--- src/rtl/servo_pkg.sv ---
// rtl/servo_pkg.sv - shared widths, channel enum and position clamp for the servo PWM block
package servo_pkg;

    localparam int CNT_W = 12;
    localparam int POS_W = 10;

    typedef enum logic {CH_LEFT = 1'b0, CH_RIGHT = 1'b1} chan_e;

    // Clamp is applied before the MIN_PULSE offset, so the result never exceeds pos_max.
    function automatic logic [CNT_W-1:0] clamp_pos(input logic [POS_W-1:0] pos,
                                                   input logic [CNT_W-1:0] pos_max);
        logic [CNT_W-1:0] p;
        p = {{(CNT_W-POS_W){1'b0}}, pos};
        return (p > pos_max) ? pos_max : p;
    endfunction

endpackage

--- src/rtl/servo_chan_slot.sv ---
// rtl/servo_chan_slot.sv - per-channel target/compare holder with slew-limited commit and PWM compare
module servo_chan_slot
    import servo_pkg::*;
#(
    parameter int MIN_PULSE = 1000,
    parameter int POS_MAX   = 1000,
    parameter int CENTER    = 1500,
    parameter int SLEW_STEP = 50
) (
    input  logic             clk,
    input  logic             rst,
    input  logic             load_i,
    input  logic [POS_W-1:0] pos_i,
    input  logic             commit_i,
    input  logic             enable_i,
    input  logic [CNT_W-1:0] cntr_i,
    output logic             pending_o,
    output logic [CNT_W-1:0] cmp_o,
    output logic             pwm_o
);

    localparam logic [CNT_W-1:0] MIN_V    = CNT_W'(MIN_PULSE);
    localparam logic [CNT_W-1:0] PMAX_V   = CNT_W'(POS_MAX);
    localparam logic [CNT_W-1:0] CENTER_V = CNT_W'(CENTER);
    localparam logic [CNT_W-1:0] STEP_V   = CNT_W'(SLEW_STEP);

    logic [CNT_W-1:0] target_q, target_d;
    logic [CNT_W-1:0] cmp_q, cmp_d;
    logic             pending_q, pending_d;
    logic             pwm_q, pwm_d;
    logic             up;
    logic [CNT_W-1:0] diff;

    // Direction picked first so the unsigned difference can never wrap.
    assign up   = target_q > cmp_q;
    assign diff = up ? (target_q - cmp_q) : (cmp_q - target_q);

    always_comb begin
        target_d  = target_q;
        cmp_d     = cmp_q;
        pending_d = pending_q;
        pwm_d     = enable_i && (cntr_i < cmp_q);
        if (commit_i) begin
            pending_d = 1'b0;
            if ((SLEW_STEP == 0) || (diff <= STEP_V)) begin
                cmp_d = target_q;
            end else if (up) begin
                cmp_d = cmp_q + STEP_V;
            end else begin
                cmp_d = cmp_q - STEP_V;
            end
        end
        // A load coinciding with a commit keeps pending so the new target lands next period.
        if (load_i) begin
            target_d  = MIN_V + clamp_pos(pos_i, PMAX_V);
            pending_d = 1'b1;
        end
    end

    always_ff @(posedge clk) begin
        if (rst) begin
            target_q  <= CENTER_V;
            cmp_q     <= CENTER_V;
            pending_q <= 1'b0;
            pwm_q     <= 1'b0;
        end else begin
            target_q  <= target_d;
            cmp_q     <= cmp_d;
            pending_q <= pending_d;
            pwm_q     <= pwm_d;
        end
    end

    assign pending_o = pending_q;
    assign cmp_o     = cmp_q;
    assign pwm_o     = pwm_q;

endmodule

--- src/rtl/servo_pwm_sched.sv ---
// rtl/servo_pwm_sched.sv - servo PWM timebase, period counter and sample handshake demux
module servo_pwm_sched
    import servo_pkg::*;
#(
    parameter int CLK_HZ       = 100_000_000,
    parameter int TICK_HZ      = 1_000_000,
    parameter int PERIOD_TICKS = 3000,
    parameter int MIN_PULSE    = 1000,
    parameter int POS_MAX      = 1000,
    parameter int CENTER       = 1500,
    parameter int SLEW_STEP    = 50
) (
    input  logic             clk,
    input  logic             rst,
    input  logic             enable,
    input  logic             s_valid,
    output logic             s_ready,
    input  logic             s_chan,
    input  logic [POS_W-1:0] s_pos,
    output logic [CNT_W-1:0] cntr_val,
    output logic             period_start,
    output logic [CNT_W-1:0] cmp_left,
    output logic [CNT_W-1:0] cmp_right,
    output logic             pwm_left,
    output logic             pwm_right
);

    localparam int                  DIV       = CLK_HZ / TICK_HZ;
    localparam int                  PRESC_W   = (DIV > 1) ? $clog2(DIV) : 1;
    localparam logic [PRESC_W-1:0]  PRESC_MAX = PRESC_W'(DIV - 1);
    localparam logic [CNT_W-1:0]    CNT_LAST  = CNT_W'(PERIOD_TICKS - 1);

    logic [PRESC_W-1:0] presc_q, presc_d;
    logic [CNT_W-1:0]   cntr_q, cntr_d;
    logic               tick;
    logic               wrap;
    logic               pend_left, pend_right;
    logic               accept;
    logic               load_left, load_right;

    assign tick = enable && (presc_q == PRESC_MAX);
    assign wrap = tick && (cntr_q == CNT_LAST);

    always_comb begin
        presc_d = presc_q;
        cntr_d  = cntr_q;
        if (!enable) begin
            presc_d = '0;
            cntr_d  = '0;
        end else begin
            presc_d = tick ? '0 : presc_q + 1'b1;
            if (wrap) begin
                cntr_d = '0;
            end else if (tick) begin
                cntr_d = cntr_q + 1'b1;
            end
        end
    end

    always_ff @(posedge clk) begin
        if (rst) begin
            presc_q <= '0;
            cntr_q  <= '0;
        end else begin
            presc_q <= presc_d;
            cntr_q  <= cntr_d;
        end
    end

    assign s_ready    = (chan_e'(s_chan) == CH_RIGHT) ? ~pend_right : ~pend_left;
    assign accept     = s_valid && s_ready;
    assign load_left  = accept && (chan_e'(s_chan) == CH_LEFT);
    assign load_right = accept && (chan_e'(s_chan) == CH_RIGHT);

    servo_chan_slot #(
        .MIN_PULSE (MIN_PULSE),
        .POS_MAX   (POS_MAX),
        .CENTER    (CENTER),
        .SLEW_STEP (SLEW_STEP)
    ) u_left (
        .clk       (clk),
        .rst       (rst),
        .load_i    (load_left),
        .pos_i     (s_pos),
        .commit_i  (wrap),
        .enable_i  (enable),
        .cntr_i    (cntr_q),
        .pending_o (pend_left),
        .cmp_o     (cmp_left),
        .pwm_o     (pwm_left)
    );

    servo_chan_slot #(
        .MIN_PULSE (MIN_PULSE),
        .POS_MAX   (POS_MAX),
        .CENTER    (CENTER),
        .SLEW_STEP (SLEW_STEP)
    ) u_right (
        .clk       (clk),
        .rst       (rst),
        .load_i    (load_right),
        .pos_i     (s_pos),
        .commit_i  (wrap),
        .enable_i  (enable),
        .cntr_i    (cntr_q),
        .pending_o (pend_right),
        .cmp_o     (cmp_right),
        .pwm_o     (pwm_right)
    );

    assign cntr_val     = cntr_q;
    assign period_start = wrap;

endmodule
--- config.mk ---
export PLATFORM = sky130hd
export DESIGN_NAME = servo_pwm_sched
export DESIGN_NICKNAME = d
export VERILOG_FILES = /design/src/rtl/servo_pkg.sv /design/src/rtl/servo_chan_slot.sv /design/src/rtl/servo_pwm_sched.sv
export SDC_FILE = /design/constraint.sdc
export NUM_CORES = 1
export LEC_CHECK = 0
export CORE_MARGIN = 5
export CORE_UTILIZATION = 40
export CTS_CLUSTER_SIZE = 14
export DETAILED_ROUTE_END_ITERATION = 8
export SLEW_MARGIN = 20
export SYNTH_ARGS = -nofsm -noshare
export SYNTH_HDL_FRONTEND = slang
export SYNTH_HIERARCHICAL = 1
export SYNTH_SLANG_ARGS = --single-unit
--- constraint.sdc ---
create_clock -name clk -period 7.45 [get_ports clk]
set_input_delay 1.49 -clock clk [delete_from_list [all_inputs] [get_ports clk]]
set_output_delay 1.49 -clock clk [all_outputs]
set_load 0.01 [all_outputs]
==> run metrics <==
Distinct cells, synth 85; Post-synth ARST share 0%; Worst Path Buf+Inv 2; Final Hold Violating Endpoints 0; largest cells by area after synthesis dfxtp_1 (20%), ha_1 (16%), a21oi_1 (4.2%); Worst-Margin Slew 0.707 ns; WL per Instance 17.0 um; DRC 0; Clock Tree Buf Depth 2; P_leak 3.39 nW; Cell Chain, Critical Path clkdlybuf4s50_1 -> and4b_1 -> nand2_1 -> nor3_2 -> clkdlybuf4s50_1; Gate power share 39.0%; worst skew pair latency 0.34 ns; Critical Path Slowest Stage Cell clkdlybuf4s50_1; area share of the largest cell type after synthesis 20.3%; Starting Density 40.9%; CTS resizes 0; crit path max fanout 8; Synth Instances 833; Area Overhead vs Synth 13.9%; antenna violations before repair 0; share of post-route cells with drive strength above 1 5.84%; Worst setup EP type output port; setup TNS 0 ns; IO Pins 55; Hold Path End presc_q[0]; Post-Syn Area per Cell 8.17 sq um; P_int 0.852 mW; peak supply drop 98.9 uV; reg2reg path depth 17; Post-Route WL 18.6 mm; ys flop type dfxtp_1; Sequential Power Share 29.7%; startpoint types input port; cell family with most CP delay buffers and inverters; placed cells 1,077; unrepaired setup endpoints after global routing false; number of post-CTS setup repair buffers 0; sequential area share after synthesis 20.3%; fmax 199 MHz; Synthesis Warnings 6; Max-cap violations 0; Worst path most repeated cell clkdlybuf4s50_1; Layout Utilization 46.6%; hold depth 1; Hold Path Class reg2reg; first-pass GRT wire length 30.4 mm; via count 6,002; Slew Viols, Final 0; period utilisation layout 67.5%; CP required 5.96 ns; Root Driver clkbuf_16; DIE AREA 19,700 sq um; cell area after synthesis 6800 sq um; worst reg2reg startpoint u_right/cmp_o[1]; num rows 47; pre-CTS WS 2.43 ns; clock sinks 69; I/O Buffers 54; Clk pwr share 31.3%; number of synthesized flops with an enable pin 0; vias in the first global route 5,760; clk_skew 0.00478 ns; syn nets 942; crit path kind in2out; Die X 140 um; core box area 16,600 sq um; final worst slack 2.42 ns; Slowest Stage Delay on Critical Path 0.57 ns; commonest cells after routing, fill and taps aside ha_1 (88), dfxtp_1 (69), inv_1 (68), nand2_1 (63), a21oi_1 (57); Yosys reg bits 69; status finished, final reports clean; sw frac 34.8%; largest net degree at the start of global routing 30; routed vias/inst 5.49; FILL cells 1,648; DR iter-0 viols 336; dpl hpwl 14.3 mm; Reg clk slew, reported paths 0.06 ns; CTS HTree Levels 3; Finished Layout Cells 1,093; DIE HEIGHT 140 um; Net Switching 0.454 mW; Worst Min Path Start presc_q[0]; crit path time final 5.03 ns; post-route antenna net violation count 0; Final Setup Violations 0; CTS tree built; Ant. Diodes 0; Slew HR 52.8%; GPL Wtd Cong 0.865; PwrDens 168 nW/um^2; register-to-register path setup slack 2.61 ns; critical path data arrival time 3.54 ns; CTS Buf Count 9; commonest non-fill, non-tap cell in the layout ha_1; router iterations before antenna repair 5; RR Endpoint u_right/cmp_o[10]; Layout Nets 977; GRT overflow 0; Hold Buf Count CTS 0; top cell type by total area after synthesis dfxtp_1; GRT Overall Usage 19.0%
-- worst max-delay path by stage --
stage / from / endpoint / slack [ns] / cells past startpoint
2_1_floorplan: u_right/cmp_o[1] / u_right/cmp_o[10] / 3.07 / 17
4_1_cts: enable / period_start / 2.43 / 5
6_report: enable / period_start / 2.42 / 5
3_5_place_dp: enable / period_start / 2.43 / 5
3_3_place_gp: enable / period_start / 2.50 / 5
5_1_grt: u_right/cmp_o[1] / u_right/cmp_o[10] / 2.28 / 17
-- synthesized netlist by cell type, drive strengths merged (5+ instances only) --
library cell,number
buf,13
nor3,21
inv,68
nand2,63
a211o,5
ha,88
nor3b,7
xnor2,30
nand4,9
dfxtp,69
mux2i,22
fa,6
nand3,28
o21ai,39
or3,9
a31oi,5
o31ai,10
a21o,20
clkbuf,21
o21a,11
xor2,26
a211oi,7
nor2b,12
nor2,56
nand2b,11
and3,11
o21bai,5
o211ai,22
o31a,6
a21oi,59
or4,5
-- cell type report --
class	instances	area [sq um]	share of cell area [%]
clock inverter	4	22.5	0.291
sequential	69	1380	17.8
inverter	69	259	3.34
timing repair buffer	58	571	7.36
clock buffer	12	256	3.31
tap	220	275	3.55
multi-input combinational	661	4980	64.3
-- power by group through the flow --
stage / clock (mW) / combinational [mW] / sequential (mW)
2_1_floorplan: 0 / 0.419 / 0.391
3_3_place_gp: 0 / 0.503 / 0.395
3_5_place_dp: 0 / 0.504 / 0.395
4_1_cts: 0.419 / 0.506 / 0.387
5_1_grt: 0.440 / 0.565 / 0.388
6_report: 0.409 / 0.509 / 0.387
-- routing by layer --
metal,wire length [um],GRT usage [%]
met5,0,0
met4,312,5.15
met3,687,3.51
met2,8580,30.4
met1,8970,26.1
-- state kept, by name, summed over array words and instances, names as in the netlist --
signal and cells:
cntr_val 12, u_left/pwm_o 1, u_right/pending_o 1, u_right/pwm_o 1, u_left/cmp_o 12, presc_q 7
u_left/target_q 11, u_left/pending_o 1, u_right/target_q 11, u_right/cmp_o 12
-- per-stage QoR --
step	cell area [sq um]	hold slack (ns)	total power, mW
after floorplan	6800	0.430	0.810
after global placement	7470	0.440	0.898
after detailed placement	7470	0.449	0.899
after CTS	7750	0.464	1.31
after global routing	7750	0.476	1.39
final	7750	0.463	1.31
-- kinds of logic (layout without fill, tap and decap cells) --
| group | count (synthesis) | count (layout) | share of synthesized area (%) |
|---|---|---|---|
| adders and majority gates | 94 | 94 | 17.9 |
| buffers and inverters | 103 | 143 | 6.58 |
| DFF | 69 | 69 | 20.3 |
| xor gates and xnor gates | 56 | 56 | 7.32 |
| muxes | 24 | 24 | 3.86 |
| AOI/OAI and AO/OA | 227 | 227 | 23.9 |
| and+or+nand+nor | 260 | 260 | 20.1 |
Note: power is estimated with default switching activity, not from simulation.
